[src/rtl/para_port_alloc_rr.sv]
// Parallel-lane port allocator: masks out ports claimed by other lanes, grants ports round-robin, and caps multicast forks by free flit slots.
// Latency is one cycle to a registered result; new requests are accepted only while the output register is empty or being drained.
module para_port_alloc_rr #(
    parameter int NUM_OUT    = 4,
    parameter int NUM_OTHERS = 3,
    parameter int IDX_W      = 3,
    parameter int FORK_MAX   = 5,
    localparam int PTR_W     = (NUM_OUT > 1) ? $clog2(NUM_OUT) : 1,
    localparam int CNT_W     = $clog2(NUM_OUT + 1)
) (
    input  logic                           clk,
    input  logic                           reset,
    input  logic                           in_valid,
    output logic                           in_ready,
    input  logic                           mc,
    input  logic                           treat_as_uc,
    input  logic [NUM_OUT-1:0]             ppv,
    input  logic [NUM_OUT*NUM_OTHERS-1:0]  ppv_others,
    input  logic [IDX_W-1:0]               num_flit_in,
    output logic                           out_valid,
    input  logic                           out_ready,
    output logic [NUM_OUT-1:0]             apv_p,
    output logic [NUM_OUT-1:0]             ppv_p,
    output logic [CNT_W-1:0]               fork_cnt
);

    logic               out_valid_q, out_valid_d;
    logic [NUM_OUT-1:0] apv_q, apv_d;
    logic [NUM_OUT-1:0] ppv_q, ppv_d;
    logic [CNT_W-1:0]   fork_cnt_q, fork_cnt_d;
    logic [PTR_W-1:0]   rr_ptr_q, rr_ptr_d;

    logic [NUM_OUT-1:0] others_or;
    logic [NUM_OUT-1:0] mask;
    logic [NUM_OUT-1:0] grant;
    logic [PTR_W-1:0]   last_idx;
    logic [PTR_W-1:0]   idx;
    int                 budget;
    int                 limit;
    int                 grant_cnt;
    int                 scan_pos;
    int                 wrap_nxt;
    logic               accept;

    always_comb begin
        others_or = '0;
        for (int k = 0; k < NUM_OTHERS; k++) begin
            others_or = others_or | ppv_others[k*NUM_OUT +: NUM_OUT];
        end
        mask = ppv & ~others_or;
    end

    // Budget saturates at zero instead of wrapping when the router is already full.
    always_comb begin
        budget = (int'(num_flit_in) >= FORK_MAX) ? 0 : FORK_MAX - int'(num_flit_in);
        limit  = (mc && !treat_as_uc) ? budget : 1;
    end

    always_comb begin
        grant     = '0;
        grant_cnt = 0;
        last_idx  = rr_ptr_q;
        scan_pos  = 0;
        idx       = '0;
        for (int i = 0; i < NUM_OUT; i++) begin
            scan_pos = (int'(rr_ptr_q) + i) % NUM_OUT;
            idx      = PTR_W'(scan_pos);
            if (mask[idx] && (grant_cnt < limit)) begin
                grant[idx] = 1'b1;
                grant_cnt  = grant_cnt + 1;
                last_idx   = idx;
            end
        end
    end

    assign in_ready = !out_valid_q || out_ready;
    assign accept   = in_valid && in_ready;

    always_comb begin
        out_valid_d = out_valid_q;
        apv_d       = apv_q;
        ppv_d       = ppv_q;
        fork_cnt_d  = fork_cnt_q;
        rr_ptr_d    = rr_ptr_q;
        wrap_nxt    = (int'(last_idx) + 1) % NUM_OUT;
        if (accept) begin
            out_valid_d = 1'b1;
            apv_d       = grant;
            ppv_d       = ppv & ~grant;
            fork_cnt_d  = CNT_W'(grant_cnt);
            if (grant != '0) begin
                rr_ptr_d = PTR_W'(wrap_nxt);
            end
        end else if (out_ready) begin
            out_valid_d = 1'b0;
        end
    end

    always_ff @(posedge clk or posedge reset) begin
        if (reset) begin
            out_valid_q <= 1'b0;
            apv_q       <= '0;
            ppv_q       <= '0;
            fork_cnt_q  <= '0;
            rr_ptr_q    <= '0;
        end else begin
            out_valid_q <= out_valid_d;
            apv_q       <= apv_d;
            ppv_q       <= ppv_d;
            fork_cnt_q  <= fork_cnt_d;
            rr_ptr_q    <= rr_ptr_d;
        end
    end

    assign out_valid = out_valid_q;
    assign apv_p     = apv_q;
    assign ppv_p     = ppv_q;
    assign fork_cnt  = fork_cnt_q;

endmodule

[config.mk]
export PLATFORM = sky130hd
export DESIGN_NAME = para_port_alloc_rr
export DESIGN_NICKNAME = d
export VERILOG_FILES = /design/src/rtl/para_port_alloc_rr.sv
export SDC_FILE = /design/constraint.sdc
export NUM_CORES = 1
export LEC_CHECK = 0
export ABC_AREA = 1
export CORE_UTILIZATION = 52
export DETAILED_ROUTE_END_ITERATION = 12
export GPL_ROUTABILITY_DRIVEN = 0
export PLACE_DENSITY = 0.84
export SETUP_SLACK_MARGIN = 0.4
export SYNTH_ARGS = -nofsm -noshare
export SYNTH_HDL_FRONTEND = slang
export SYNTH_SLANG_ARGS = --single-unit
[constraint.sdc]
create_clock -name clk -period 6 [get_ports clk]
set_input_delay 0.9 -clock clk [delete_from_list [all_inputs] [get_ports clk]]
set_output_delay 0.9 -clock clk [all_outputs]
set_load 0.01 [all_outputs]
==> flow_summary.yaml <==
routing:
  met1Wirelength_mm: 1.36
  wl_met3_microns: 108
  route.vias.total: 1344
  drt_iter0_drc: 30
  routed.top_layer: "met4"
  drt_wl_total_mm: 2.91
  vias_per_cell: 5.07
  antenna_left: 0
  drc: 0
  detail_route.first_pass.iterations: 4
  wire_per_inst_microns: 11.0
  wl_met2_mm: 1.43
clock_network:
  hold_buffers: 0
  clkTransAtPathRegs_ns: 0.08
  post_cts.repair.setup_buffers: 0
  h-tree-depth: 1
  clockRootBuffer: "clkbuf_4"
  insertion_delay_ns: 0.28
  cts_resized: 0
  cts_tree: "yes"
  cts_made_buffers: 3
  clkSinkCount: 14
  cts_max_path_buffers: 2
critical_path:
  r2r_slack_ns: 2.16
  critPathKind: "input pin to flop"
  arrival_ns: 4.47
  reg2reg_from: "rr_ptr_q[0]"
  worstSetupStartpoint: "ppv[3]"
  worstSetupEndpoint: "rr_ptr_q[0]"
  worstPathMaxFanout: 8
  reg2regPathDepth: 24
  worst_ep_required_time_ns: 6.17
  cp-start-kind: "input pin"
  endpoint_kind: "flop"
  reg2reg_to: "rr_ptr_q[0]"
floorplan:
  fp.dieW_microns: 53.5
  die_height_microns: 53.5
  die_area_sq_um: 2860
  rows: 18
  core_area_sq_um: 2500
  start_util: 0.552
  ios: 38
placed_design:
  io_buffer_count: 37
  hpwl_mm: 2.34
  dpl_cell_area_sq_um: 1770
power:
  leakagePower_nw: 0.916
  ir_drop_uv: 346
  power_density_nw_per_um2: 493
  p_total_uw: 889
logic_synthesis:
  synth.distinct_cells: 23
  ys.flop_type: "dfrtp_1"
  post-synth-top-area-fraction: 0.254
  synth_nets: 232
  async_reset_ff_frac: 1.00
  ys_seq_area_frac: 0.254
  yosys-top-cells-area: "dfrtp_1, nand2_1, ha_1, nand3_1, inv_1"
  syn_area_sq_um: 1380
  yosys.area.top_type: "dfrtp_1"
  yosys-top-cells-count: "nand2_1, nand3_1, inv_1"
  syn_inst: 196
  synth_most_common_cell: "nand2_1"
  ys_ff_latch: 14
  ys_warn_count: 0
  synth.avg_cell_area_sq_um: 7.04
  synth-edff-count: 0
worst_hold_path:
  hold_path.class: "flop to flop"
global_routing:
  grt_usage: 0.229
  grt_max_degree: 15
  grt_pass1_wl_mm: 4.77
  antenna_found_initial: 0
  grt_pass1_vias: 1180
  gr-total-overflow: 0
sta:
  relSlewSlack: 0.643
  grt_setup_unrepaired: "no"
  setup_viol: 0
  clock_skew_ns: 0.00445
  worst_slew_pin_slew_ns: 0.534
  max_freq_ghz: 0.233
  drv_slew: 0
  post-route-period-util: 0.716
  fin_setup_tns_ns: 0
  period_minus_slack_ns: 4.30
  hold_violations: 0
  holdWs_ns: 0.491
final_layout:
  fin_nets: 272
  multiInputGateArea_sq_um: 895
  fillers: 209
  antenna_cells: 0
  register_area_sq_um: 350
  final_area_sq_um: 1800
  drive_gt1_frac: 0.136
  synthToLayoutAreaGrowth_pct: 30.6
outcome:
  status: "complete, no violations"
job:
  maxCapViolations: 0
power by group:
group	switching, mW	internal [mW]	leakage [nW]
combinational	0.390	0.265	0.723
clock	0.0304	0.0369	0.0210
sequential	0.0366	0.130	0.172
total	0.457	0.432	0.916
registers in the layout (all words and copies together) (netlist names):
| name | cells |
|---|---|
| fork_cnt | 3 |
| out_valid | 1 |
| ppv_p | 4 |
| rr_ptr_q | 2 |
| apv_p | 4 |
per-stage QoR:
step           setup slack (ns)  utilization  std cells
2_1_floorplan              2.38            -        196
3_3_place_gp               1.48        0.707        261
3_5_place_dp               1.44        0.707        261
4_1_cts                    1.74        0.721        265
5_1_grt                    1.43        0.721        265
6_report                   1.70        0.721        265
cells in the final DEF (no fill, tap or decap), drive strengths merged:
cell type      instances
o21a                   4
clkdlybuf4s50         37
clkbuf                 4
nand2                 71
dfrtp                 14
a311oi                 1
or2                    1
xor2                   2
nand3                 31
o21ai                 10
a31oi                  1
o211ai                 4
clkinv                 1
ha                    11
nor2                  15
inv                   28
metal layers:
layer	vias up	track usage
met2	33	0.410
li1	708	-
met1	601	0.272
met3	2	0.0632
met4	0	0.0351
met5	-	0
how the worst min path moves through the flow:
stage | startpoint | depth (start not counted) | to | slack, ns
4_1_cts | ppv_p[1] | 2 | ppv_p[1] | 0.49
6_report | ppv_p[1] | 2 | ppv_p[1] | 0.49
5_1_grt | ppv_p[3] | 2 | ppv_p[3] | 0.51
3_5_place_dp | ppv_p[1] | 2 | ppv_p[1] | 0.47
2_1_floorplan | fork_cnt[0] | 2 | fork_cnt[0] | 0.52
3_3_place_gp | fork_cnt[1] | 2 | fork_cnt[1] | 0.47
worst max-delay path: stages:
cell and delay (ns):
clkdlybuf4s50_1 0.45, inv_1 0.04, nor2_1 0.18, nand3_1 0.14
nand3_1 0.11, nand3_2 0.12, nand2_1 0.10, nand2_2 0.08
nand2_4 0.10, inv_2 0.05, ha_1 0.22, ha_1 0.28
nand2_1 0.08, nand2_2 0.06, nand2_4 0.07, nand2_4 0.08
o21ai_0 0.35, ha_1 0.32, nand2_2 0.07, nand2_2 0.06
nand2_4 0.10, nand3_1 0.10, nand2_1 0.09, nor2_1 0.04
nand2_2 0.08, nand2_2 0.05, nand2_1 0.07, nand2_1 0.05
cell families (layout without fill, tap and decap cells):
logic type | after synthesis | in the layout | share of synthesized area
adder cells (fa/ha/maj) | 11 | 11 | 0.0997
XOR/XNOR | 2 | 2 | 0.0127
AND/OR/NAND/NOR | 118 | 118 | 0.432
flip-flops | 14 | 14 | 0.254
AO/OA/AOI/OAI | 20 | 20 | 0.103
buffers and inverters | 31 | 70 | 0.0979
final cells by class:
cell class | count | share of cell area
flip-flops and latches | 14 | 0.194
repair buffers | 37 | 0.205
multi-input cells | 151 | 0.496
clock buffers | 4 | 0.0201
well taps | 30 | 0.0208
inverters | 29 | 0.0632
Power figures use the tool's default switching activity.
